===== config.mk =====
export PLATFORM = sky130hd
export DESIGN_NAME = buzz_arbiter
export DESIGN_NICKNAME = d
export VERILOG_FILES = /design/src/rtl/buzz_arbiter.sv
export SDC_FILE = /design/constraint.sdc
export NUM_CORES = 1
export LEC_CHECK = 0
export ABC_AREA = 1
export BUFFER_PORTS_ARGS = -buffer_cell sky130_fd_sc_hd__buf_2
export CAP_MARGIN = 20
export CORE_MARGIN = 1.5
export CORE_UTILIZATION = 48
export CTS_CLUSTER_SIZE = 12
export DETAILED_ROUTE_END_ITERATION = 10
export PLACE_DENSITY_LB_ADDON = 0.05
export RECOVER_POWER = 25
export SYNTH_ARGS = -nofsm -noshare
export SYNTH_HDL_FRONTEND = slang
export SYNTH_SLANG_ARGS = --single-unit
export TNS_END_PERCENT = 30

===== constraint.sdc =====
create_clock -name clk_count -period 1.3 [get_ports clk_count]
set_clock_uncertainty 0.05 [all_clocks]
set_input_delay 0.13 -clock clk_count [delete_from_list [all_inputs] [get_ports clk_count]]
set_output_delay 0.13 -clock clk_count [all_outputs]
set_load 0.05 [all_outputs]

===== src/rtl/buzz_arbiter.sv =====
// Round controller for the four-player responder. It opens the buzz window on the
// host start edge, latches the first eligible player and runs the answer countdown.
module buzz_arbiter #(
  parameter logic [3:0] ANS_TIME = 4'd9
) (
  input  logic       clk_count,
  input  logic       rst_n,
  input  logic       start,
  input  logic       s0,
  input  logic       s1,
  input  logic       s2,
  input  logic       s3,
  input  logic       tick,
  input  logic       zd_r,
  output logic       en_s0,
  output logic       en_s1,
  output logic       en_s2,
  output logic       en_s3,
  output logic [1:0] winner,
  output logic       armed,
  output logic [3:0] foul,
  output logic [3:0] countdown,
  output logic       timeout
);

  typedef enum logic [1:0] {IDLE, ARMED, ANSWER, DONE} state_e;

  state_e     state_q, state_d;
  logic [3:0] s_prev_q;
  logic       start_prev_q;
  logic [3:0] en_q, en_d;
  logic [1:0] winner_q, winner_d;
  logic [3:0] foul_q, foul_d;
  logic [3:0] cnt_q, cnt_d;
  logic       timeout_q, timeout_d;

  logic [3:0] buzz;
  logic [3:0] buzz_edge;
  logic [3:0] eligible;
  logic       start_edge;
  logic [1:0] pick;

  assign buzz       = {s3, s2, s1, s0};
  assign buzz_edge  = buzz & ~s_prev_q;
  assign start_edge = start & ~start_prev_q;
  assign eligible   = buzz_edge & ~foul_q;

  // Fixed priority: the lowest-index eligible player wins a same-cycle tie.
  always_comb begin
    if (eligible[0])      pick = 2'd0;
    else if (eligible[1]) pick = 2'd1;
    else if (eligible[2]) pick = 2'd2;
    else                  pick = 2'd3;
  end

  always_comb begin
    // NOTE: every next-state value defaults to its register, so no path infers a latch.
    state_d   = state_q;
    en_d      = en_q;
    winner_d  = winner_q;
    foul_d    = foul_q;
    cnt_d     = cnt_q;
    timeout_d = timeout_q;
    unique case (state_q)
      IDLE: begin
        foul_d = foul_q | buzz_edge;
        if (start_edge) begin
          timeout_d = 1'b0;
          state_d   = ARMED;
        end
      end
      ARMED: begin
        if (foul_q == 4'hF) begin
          state_d = DONE;
        end else if (|eligible) begin
          en_d     = 4'b0001 << pick;
          winner_d = pick;
          cnt_d    = ANS_TIME;
          state_d  = ANSWER;
        end
      end
      ANSWER: begin
        // A judged answer beats an expiring tick in the same cycle.
        if (zd_r) begin
          state_d = DONE;
        end else if (tick) begin
          if (cnt_q == 4'd1) begin
            cnt_d     = 4'd0;
            timeout_d = 1'b1;
            state_d   = DONE;
          end else if (cnt_q != 4'd0) begin
            cnt_d = cnt_q - 4'd1;
          end
        end
      end
      DONE: begin
        en_d     = 4'b0000;
        winner_d = 2'd0;
        foul_d   = 4'b0000;
        state_d  = IDLE;
      end
      default: state_d = IDLE;
    endcase
  end

  // NOTE: synchronous reset; sequential state is updated only with non-blocking assignments.
  always_ff @(posedge clk_count) begin
    if (!rst_n) begin
      state_q      <= IDLE;
      s_prev_q     <= 4'b0000;
      start_prev_q <= 1'b0;
      en_q         <= 4'b0000;
      winner_q     <= 2'd0;
      foul_q       <= 4'b0000;
      cnt_q        <= 4'd0;
      timeout_q    <= 1'b0;
    end else begin
      state_q      <= state_d;
      s_prev_q     <= buzz;
      start_prev_q <= start;
      en_q         <= en_d;
      winner_q     <= winner_d;
      foul_q       <= foul_d;
      cnt_q        <= cnt_d;
      timeout_q    <= timeout_d;
    end
  end

  assign en_s0     = en_q[0];
  assign en_s1     = en_q[1];
  assign en_s2     = en_q[2];
  assign en_s3     = en_q[3];
  assign winner    = winner_q;
  assign armed     = (state_q == ARMED);
  assign foul      = foul_q;
  assign countdown = cnt_q;
  assign timeout   = timeout_q;

endmodule


==> flow_summary.json <==
{
  "grt_overflow_total": 0,
  "setup_viol": 8,
  "reg2reg_from": "state_q[0]",
  "synth_mux_area_share_pct": 0,
  "synth_fa_ha_area_share_pct": 8.18,
  "grt_max_degree": 21,
  "hold_end": "foul[3]",
  "root_buffer": "clkbuf_4",
  "synth_cells": 180,
  "die-area_um2": 2860,
  "hold_viol": 0,
  "ys_top_cells_by_count": "nand2_1, inv_1, dfxtp_1",
  "diodes": 0,
  "synth_top_family_by_area": "simple AND/OR/NAND/NOR gates",
  "synth_top_area_share_pct": 36.0,
  "synthSimpleGateAreaFrac_pct": 33.2,
  "worst_hold_path_type": "primary input to register",
  "cts-htree-levels": 1,
  "cts_tree": "built",
  "firstDrtPassIters": 4,
  "min_period_ns": 1.36,
  "synth_area_um2": 1220,
  "dp.final_hpwl_um": 2120,
  "hp-start": "s3",
  "die_w_um": 53.5,
  "synthArstFlopShare_pct": 0,
  "synth_edf_count": 0,
  "syn_avg_cell_area_um2": 6.80,
  "finalNetCount": 250,
  "leakagePower_nw": 0.886,
  "r2r_slack_ns": -0.06,
  "vias": 1245,
  "synth_ff_type": "dfxtp_1",
  "vdd_ir_drop_max_uv": 1520,
  "worst_setup_path_start_kind": "register",
  "status": "finished with violations",
  "numCtsBuffers": 3,
  "postLayoutCellArea_um2": 1750,
  "design.core.area_um2": 2450,
  "synth_compound_gate_area_share_pct": 9.71,
  "drv_cap": 0,
  "power.density_nw_per_um2": 2210,
  "portBuffers": 24,
  "place_area_um2": 1570,
  "synth_xor_xnor_area_share_pct": 0.716,
  "drc": 0,
  "rsz0062_at_grt": "true",
  "ys_ff_latch": 22,
  "clock.fmax_mhz": 736,
  "end_kind": "register",
  "layout_setup_ws_ns": -0.0580,
  "cts_sinks": 22,
  "r2r_cells": 10,
  "vias_per_cell": 4.75,
  "drive_gt1_share_pct": 38.8,
  "io_pins": 25,
  "post_drt_wl_per_cell_um": 10.8,
  "rows": 18,
  "worstHoldPathCells": 3,
  "postRouteWirelength_um": 2820,
  "clock_latency_ns": 0.31,
  "cp.required_ns": 1.46,
  "drv_slew": 0,
  "yosys_warnings": 0,
  "grt_pass1_vias": 1098,
  "period_share_pct": 104,
  "initial_core_util_pct": 49.8,
  "yosysUniqueCellTypes": 22,
  "grt_pass1_wl_um": 4610,
  "cts_buffer_depth": 2,
  "track_usage_pct": 22.0,
  "fin_tns_setup_ns": -0.313,
  "syn_nets": 197,
  "reg2reg_to": "countdown[2]",
  "violations": "negative setup slack",
  "whs_ns": 0.0256,
  "ant_nets": 0,
  "path_clk_slew_ns": 0.12,
  "antenna_found_initial": 0,
  "worst_pin_slew_ns": 0.256,
  "yosys-top-cells-area": "dfxtp_1, nand2_1, inv_1",
  "relSlewSlack_pct": 83.0,
  "die_h_um": 53.5,
  "stdcell_count": 262,
  "crit_type": "register to register",
  "dp_cells": 248,
  "cp_max_fo": 8,
  "drtIter0Drc": 21,
  "place_congestion": 0.796,
  "ys_seq_area_share_pct": 36.0,
  "syn_to_final_growth_pct": 43.4,
  "synth_area_leader_cell": "dfxtp_1",
  "cp_data_arrival_time_ns": 1.52,
  "yosysMostFrequentCell": "nand2_1",
  "dpl_worst_slack_ns": -0.143
}
==> state kept, by name, summed over array words and instances (netlist names) <==
register      flops
s_prev_q          4
en_q              4
foul              4
countdown         4
timeout           1
start_prev_q      1
winner            2
state_q           2
==> routing by layer <==
layer / track usage, % / routed length [um] / up-vias
met5: 0 / 0 / -
met4: 4.70 / 12 / 0
met3: 6.78 / 99 / 2
met2: 38.3 / 1410 / 20
met1: 26.3 / 1300 / 551
li1: - / - / 672
==> kinds of logic (layout without fill, tap and decap cells) <==
logic type | Yosys count | count (layout)
AOI/OAI and AO/OA | 22 | 22
xor gates and xnor gates | 1 | 1
adders and majority gates | 8 | 8
buffers and inverters | 36 | 88
DFF | 22 | 22
and+or+nand+nor | 91 | 91
==> what timing repair did <==
action                                 CTS  global route
resized for setup                       17             6
buffers inserted                         5             0
endpoints found under the hold margin    5             0
pin swaps                                9             3
hold buffers                             5             0
setup endpoints to repair               14            17
==> per-stage QoR <==
step | total power, mW | utilization (%)
floorplan | 2.79 | -
global placement | 3.27 | 64.1
detailed placement | 3.33 | 64.1
CTS | 3.85 | 70.8
global route | 4.19 | 71.5
finish | 3.87 | 71.5
==> critical path, cell delays in order, from the launching register on <==
cell	delay, ns
dfxtp_4	0.40
inv_4	0.05
ha_4	0.19
nand2_2	0.08
nand2_1	0.04
nor2_1	0.08
nand2_1	0.09
inv_4	0.10
nand2_2	0.06
nand2_2	0.07
a21oi_2	0.05
==> placed cells by master (no fill, tap or decap), types with 4 or more instances in the layout <==
| master | count |
|---|---|
| a21oi_1 | 15 |
| buf_2 | 18 |
| buf_4 | 24 |
| clkbuf_1 | 5 |
| dfxtp_1 | 13 |
| dfxtp_4 | 8 |
| dlygate4sd3_1 | 5 |
| ha_1 | 4 |
| inv_1 | 22 |
| inv_2 | 5 |
| inv_4 | 4 |
| nand2_1 | 35 |
| nand2_2 | 5 |
| nand3_1 | 15 |
| nand3_2 | 6 |
| nand4_1 | 4 |
| nor2_1 | 17 |
==> area by class of cell <==
class	count	area (um^2)
timing repair buffer	53	350
multi-input combinational	122	742
clock inverter	1	3.75
tap	30	37.5
sequential	22	472
inverter	31	126
fill	213	701
clock buffer	3	22.5
==> power breakdown <==
group | total (mW) | switching, mW | internal [mW]
clock network | 0.316 | 0.204 | 0.112
logic | 2.49 | 1.58 | 0.907
registers | 1.07 | 0.149 | 0.917
total | 3.87 | 1.93 | 1.94
==> worst max-delay path by stage <==
stage,cells past startpoint,to,from,slack (ns)
after floorplan,11,countdown[2],state_q[0],-0.05
after global placement,8,state_q[1],state_q[1],-0.1
after detailed placement,8,state_q[1],state_q[1],-0.14
after CTS,10,countdown[2],state_q[0],-0.05
after global routing,8,countdown[1],state_q[0],-0.16
final,10,countdown[2],state_q[0],-0.06
Note: power is estimated with default switching activity, not from simulation.
